[src/rtl/reg_bank_p8_loader.sv]
// Sequencer that loads up to eight bank registers by issuing LDn instructions in ascending order.
// Optional build macro REG_BANK_P8_LOADER_NOP_GAP_EN inserts one NOP between consecutive loads.
module reg_bank_p8_loader (
  input  logic        clock,
  input  logic        reset,
  input  logic        start,
  input  logic [7:0]  mask,
  input  logic [63:0] data,
  output logic [11:0] inst,
  output logic        inst_en,
  output logic        busy,
  output logic        done
);

  typedef enum logic [1:0] {
    S_IDLE  = 2'd0,
    S_ISSUE = 2'd1,
    S_DONE  = 2'd2
  } state_t;

  localparam logic [3:0] OP_NOP = 4'h0;
  localparam logic [3:0] OP_LD0 = 4'h1;

  state_t      state_q, state_d;
  logic [7:0]  pend_q, pend_d;
  logic [63:0] data_q;
  logic        empty_q, empty_d;
  logic        gap_q, gap_d;
  logic [11:0] inst_d;
  logic        inst_en_d, busy_d, done_d;
  logic        capture;
  logic [2:0]  low_idx;
  logic [7:0]  low_oh;
  logic [5:0]  byte_base;

  // Lowest pending register; the descending loop lets the smallest set index win.
  always_comb begin
    low_idx = 3'd0;
    for (int i = 7; i >= 0; i--) begin
      if (pend_q[i]) low_idx = 3'(i);
    end
  end

  assign low_oh    = pend_q & (~pend_q + 8'd1);
  assign byte_base = {low_idx, 3'b000};

  // State register plus every registered output and control flag.
  // NOTE: sequential state uses non-blocking assignments so all flops update from pre-edge values.
  always_ff @(posedge clock or negedge reset) begin
    if (!reset) begin
      state_q <= S_IDLE;
      pend_q  <= 8'h00;
      empty_q <= 1'b0;
      gap_q   <= 1'b0;
      inst    <= 12'h000;
      inst_en <= 1'b0;
      busy    <= 1'b0;
      done    <= 1'b0;
    end else begin
      state_q <= state_d;
      pend_q  <= pend_d;
      empty_q <= empty_d;
      gap_q   <= gap_d;
      inst    <= inst_d;
      inst_en <= inst_en_d;
      busy    <= busy_d;
      done    <= done_d;
    end
  end

  // NOTE: the payload copy has no reset; it is only read under a pending-mask bit, which reset clears.
  always_ff @(posedge clock) begin
    if (capture) data_q <= data;
  end

  // Next-state logic.
  // NOTE: every combinational output gets a default first, so no path can infer a latch.
  always_comb begin
    state_d = S_IDLE;
    case (state_q)
      S_IDLE:  state_d = start ? S_ISSUE : S_IDLE;
      S_ISSUE: state_d = (pend_q == 8'h00 && !empty_q) ? S_DONE : S_ISSUE;
      S_DONE:  state_d = S_IDLE;
      default: state_d = S_IDLE;
    endcase
  end

  // Output and datapath next values.
  always_comb begin
    pend_d    = pend_q;
    empty_d   = empty_q;
    gap_d     = gap_q;
    inst_d    = 12'h000;
    inst_en_d = 1'b0;
    busy_d    = 1'b0;
    done_d    = 1'b0;
    capture   = 1'b0;
    case (state_q)
      S_IDLE: begin
        if (start) begin
          capture = 1'b1;
          pend_d  = mask;
          empty_d = (mask == 8'h00);
          gap_d   = 1'b0;
          busy_d  = 1'b1;
        end
      end
      S_ISSUE: begin
        busy_d = 1'b1;
        if (empty_q) begin
          // An empty request spends one quiet cycle so done lands two edges after capture.
          empty_d = 1'b0;
        end else if (pend_q != 8'h00) begin
`ifdef REG_BANK_P8_LOADER_NOP_GAP_EN
          if (gap_q) begin
            inst_d    = {OP_NOP, 8'h00};
            inst_en_d = 1'b1;
            gap_d     = 1'b0;
          end else begin
            inst_d    = {OP_LD0 + {1'b0, low_idx}, data_q[byte_base +: 8]};
            inst_en_d = 1'b1;
            pend_d    = pend_q & ~low_oh;
            gap_d     = ((pend_q & ~low_oh) != 8'h00);
          end
`else
          inst_d    = {OP_LD0 + {1'b0, low_idx}, data_q[byte_base +: 8]};
          inst_en_d = 1'b1;
          pend_d    = pend_q & ~low_oh;
`endif
        end else begin
          done_d = 1'b1;
          busy_d = 1'b0;
        end
      end
      S_DONE: begin
        pend_d  = 8'h00;
        empty_d = 1'b0;
        gap_d   = 1'b0;
      end
      default: begin
        pend_d  = 8'h00;
        empty_d = 1'b0;
        gap_d   = 1'b0;
      end
    endcase
  end

endmodule

[config.mk]
export PLATFORM = sky130hd
export DESIGN_NAME = reg_bank_p8_loader
export DESIGN_NICKNAME = d
export VERILOG_FILES = /design/src/rtl/reg_bank_p8_loader.sv
export SDC_FILE = /design/constraint.sdc
export NUM_CORES = 1
export LEC_CHECK = 0
export ABC_AREA = 1
export BUFFER_PORTS_ARGS = -buffer_cell sky130_fd_sc_hd__buf_4
export CAP_MARGIN = 15
export CORE_MARGIN = 5
export CORE_UTILIZATION = 57
export DETAILED_ROUTE_END_ITERATION = 10
export GPL_TIMING_DRIVEN = 0
export PLACE_DENSITY = 0.84
export SYNTH_ARGS = -nofsm -noshare
export SYNTH_HDL_FRONTEND = slang
export SYNTH_SLANG_ARGS = --single-unit
[constraint.sdc]
create_clock -name clock -period 8.19 [get_ports clock]
set_input_delay 1.2285 -clock clock [delete_from_list [all_inputs] [get_ports clock]]
set_output_delay 1.2285 -clock clock [all_outputs]
set_load 0.005 [all_outputs]
# == Yosys cells after proc, flatten, opt, wreduce, memory -nomap -nowiden ==
# Index checks and enable logic that the tools add are counted.
# word_totals
regBits,90
latchBits,0
ramBits,0
mem_bits_ro,0
input_bits,75
out_inout_bits,15
word_cells,56
n_memories,0
# classes
add_sub_neg,2
multipliers,0
n_div,0
n_lt_le_gt_ge,0
n_eq_ne,4
shift,1
n_mux,30
n_bitwise,4
n_reduce_logical,7
# op_table
operator,n
64-bit by 7-bit variable part select with 8-bit output,1
12-bit two-way mux,3
3-bit two-way mux,8
8-bit two-way mux,3
8-bit bitwise AND,2
8-bit logical NOT,2
8-bit NOT,2
8-bit one-hot mux with 2 select lines,1
1-bit two-way mux,12
8-bit by 1-bit adder with 8-bit output (second input constant),1
8-bit nonzero test,1
2-bit != test (second input constant),3
1-bit by 3-bit adder with 4-bit output (first input constant),1
2-bit one-hot mux with 2 select lines,1
3-bit AND reduction,1
2-bit by 1-bit equality test with 1-bit output (second input constant),1
2-bit logical NOT,1
2-bit two-way mux,1
1-bit one-hot mux with 2 select lines,1
1-bit logical AND,1
1-bit logical NOT,1

# == Depth between registers and ports, before layout ==
# depth
ltp_word,12
ltp_mapped,14
mapped_depth_nobuf,13

# == Worst setup path before layout ==
# Ideal clock, no wire load.
# synth_timing
path_kind,input-to-reg
startpoint,input start
endpoint,register data_q[0] (enable)
setup_time_ps,453
arrival_time_ps,3321
required_ps,7737
slack_ps,4416
path_stages,3
path_buffers,1
cell_sequence,inv_1 nor2_1 clkbuf_1
# synth_via
elab_chain_len,2
# synth_rtl
item,line,source
start: declaration,6,"input logic start,"
1-bit two-way mux,100,if (start) begin
1-bit two-way mux,98,case (state_q)
via capture,31,logic capture;
end signal: assignment,73,if (capture) data_q <= data;
end: declaration,26,logic [63:0] data_q;
# The timed path passes the listed nets, and every way through them passes these cells.
# A chain may end at the register's enable or synchronous reset.

# == Worst setup path after layout ==
# layout_timing
startpoint,input start
endpoint,register data_q[44] (enable)
# Same word-level chain as after synthesis.

==> results.json <==
{
  "critPathBufInv": 3,
  "clkSlewWorstSetupHoldPaths_ns": 0.09,
  "setup_viol": 0,
  "ys.warnings.count": 0,
  "post_cts_buffers": 0,
  "synth_top_cell_by_area": "edfxtp_1",
  "synthArstFlopShare": 0.281,
  "p_switching_mw": 0.807,
  "yosysMostFrequentCell": "edfxtp_1",
  "crit_path_end_kind": "flop",
  "dieArea_um2": 8270,
  "grt_pass1_vias": 2995,
  "routabilityCongestion": 0.797,
  "placedInstanceArea_um2": 4500,
  "p_clk_frac": 0.170,
  "cts_max_path_buffers": 2,
  "cpMaxStageDelayCell": "clkbuf_4",
  "cp.arrival_ns": 2.31,
  "nets": 510,
  "final_util": 0.743,
  "syn_inst": 334,
  "pin_count": 90,
  "cts-root-buf": "clkbuf_8",
  "port_buffers": 89,
  "relSlewSlack": 0.378,
  "synth_nets": 410,
  "ys_types": 26,
  "timing.final.crit_period_ns": 2.33,
  "wl_mm": 8.66,
  "worst-path-max-fanout": 73,
  "clock_latency_ns": 0.36,
  "setup_slack_ns": 5.86,
  "finClkSkew_ns": 0.0120,
  "rows": 29,
  "power_leakage_nw": 2.13,
  "antenna_found_initial": 0,
  "slowest_delay_ns": 0.79,
  "cts_max_level": 3,
  "status": "finished clean",
  "grt_max_degree": 74,
  "crit_chain": "buf_4 -> inv_1 -> nor2_1 -> clkbuf_4",
  "grt_use_total": 0.216,
  "ys.flop_type": "edfxtp_1",
  "comb_power_share": 0.487,
  "numClockSinks": 89,
  "synth-seq-area-share": 0.682,
  "seqPwrFrac": 0.343,
  "hold_buffers": 0,
  "min_path_type": "flop to flop",
  "drive_gt1_frac": 0.292,
  "p_sw_frac": 0.414,
  "via_per_inst": 5.44,
  "drc": 0,
  "synth_top_area_share": 0.515,
  "critPathLaunchType": "input port",
  "initial_core_util": 0.588,
  "fin_area_um2": 4720,
  "slew_viol_final": 0,
  "yosys-top-cells-area": "edfxtp_1 51%, dfrtp_1 17%, nand3_1 7.9%",
  "drtIter0Drc": 169,
  "yosys-top-cells-count": "64 x edfxtp_1, 59 x nand3_1, 57 x nand2_1, 40 x inv_1",
  "p_int_mw": 1.14,
  "wl_per_cell_um": 16.8,
  "tightest_slew_ns": 0.933,
  "core_area_um2": 6350,
  "rsz0062_at_grt": "false",
  "n_fill_cell": 401,
  "path_class": "input port to flop",
  "max_freq_mhz": 429,
  "dpl.hpwl_mm": 5.86,
  "cp_top_family": "buffers and inverters",
  "crit_required_ns": 8.17,
  "diodes": 0,
  "drt.antenna.violating_nets": 0,
  "vias": 2809,
  "hold_viol": 0,
  "cts_tree": "built",
  "maxCapViolCount": 0,
  "gr-total-overflow": 0,
  "syn_area_per_cell_um2": 11.2,
  "p_per_area_nw_per_um2": 413,
  "netlist_area_um2": 3730,
  "grt_first_pass_wirelength_mm": 14.1,
  "die_w_um": 90.9,
  "timing.final.crit_share": 0.285,
  "synth_seq_cells": 89,
  "dp_slack_ns": 5.48,
  "fin_setup_tns_ns": 0,
  "vdd_drop_max_v": 0.000225,
  "area_growth_pct": 26.4,
  "die_h_um": 90.9,
  "first_pass_iters": 5,
  "synth_edf_count": 64,
  "ctsResizeCount": 0,
  "cts_made_buffers": 9
}
[cell type report]
type / instances / area, um2 / share of cell area
inverters: 41 / 154 / 0.0326
flip-flops and latches: 89 / 2550 / 0.540
multi-input cells: 191 / 926 / 0.196
clock buffers: 10 / 128 / 0.0270
plain buffers: 13 / 111 / 0.0236
clock inverters: 6 / 90.1 / 0.0191
well taps: 77 / 96.3 / 0.0204
repair buffers: 89 / 668 / 0.142
[cells in the final DEF (no fill, tap or decap), types with 2 or more instances in the layout]
master,instances
nand2_1,57
dfrtp_1,25
nand3b_1,9
or2_2,3
inv_1,40
nor4_1,2
clkbuf_8,11
inv_6,2
nor2_2,2
nor2_4,2
edfxtp_1,64
nor2_1,25
buf_4,93
bufinv_16,2
nand2_2,2
o21ai_0,10
nand3_1,59
a21oi_1,15
buf_2,4
[power by group through the flow]
stage / combinational [mW] / clock (mW) / sequential [mW]
4_1_cts: 0.943 / 0.331 / 0.669
6_report: 0.950 / 0.331 / 0.670
3_5_place_dp: 0.923 / 0 / 0.678
5_1_grt: 1.06 / 0.351 / 0.680
3_3_place_gp: 0.887 / 0 / 0.682
2_1_floorplan: 0.657 / 0 / 0.676
[cells by family (layout without fill, tap and decap cells)]
kind of cell / count (synthesis) / after routing / share of synthesized area
AO/OA/AOI/OAI: 28 / 28 / 0.0405
buffers and inverters: 54 / 159 / 0.0700
AND/OR/NAND/NOR: 162 / 162 / 0.204
flip-flops: 89 / 89 / 0.682
adder cells (fa/ha/maj): 1 / 1 / 0.00335
[routing by layer]
metal | vias up | track usage | part of all wire | wire, um
met5 | - | 0 | 0 | 0
met4 | 0 | 0.105 | 0.029 | 251
met3 | 24 | 0.0562 | 0.079 | 684
met2 | 136 | 0.368 | 0.52 | 4480
met1 | 1325 | 0.254 | 0.37 | 3250
li1 | 1324 | - | - | -
[final timing paths]
path | start | to | slack, ns | cells past startpoint
min in group asynchronous | reset | inst[5]$_DFF_PN0_ | 0.76 | 1
worst min-delay path | pend_q[6]$_DFFE_PN0P_ | pend_q[6]$_DFFE_PN0P_ | 0.54 | 1
max in group asynchronous | reset | inst[0]$_DFF_PN0_ | 7.16 | 1
worst max register to register | pend_q[0]$_DFFE_PN0P_ | inst[5]$_DFF_PN0_ | 6.26 | 9
worst max-delay path | start | data_q[44]$_DFFE_PP_ | 5.86 | 4
worst min register to register | pend_q[6]$_DFFE_PN0P_ | pend_q[6]$_DFFE_PN0P_ | 0.54 | 1
[metrics by stage]
step                      power [mW]  hold WS (ns)  instances
after global placement          1.57         0.510        500
after CTS                       1.94         0.540        516
final                           1.95         0.545        516
after floorplan                 1.33         0.488        334
after global routing            2.09         0.565        516
after detailed placement        1.60         0.515        500
[sequential cells by signal (all words and copies together), names as in the netlist]
signal	cells
data_q	64
inst	12
pend_q	8
state_q	2
done	1
empty_q	1
inst_en	1
(Power assumes the default switching activity.)
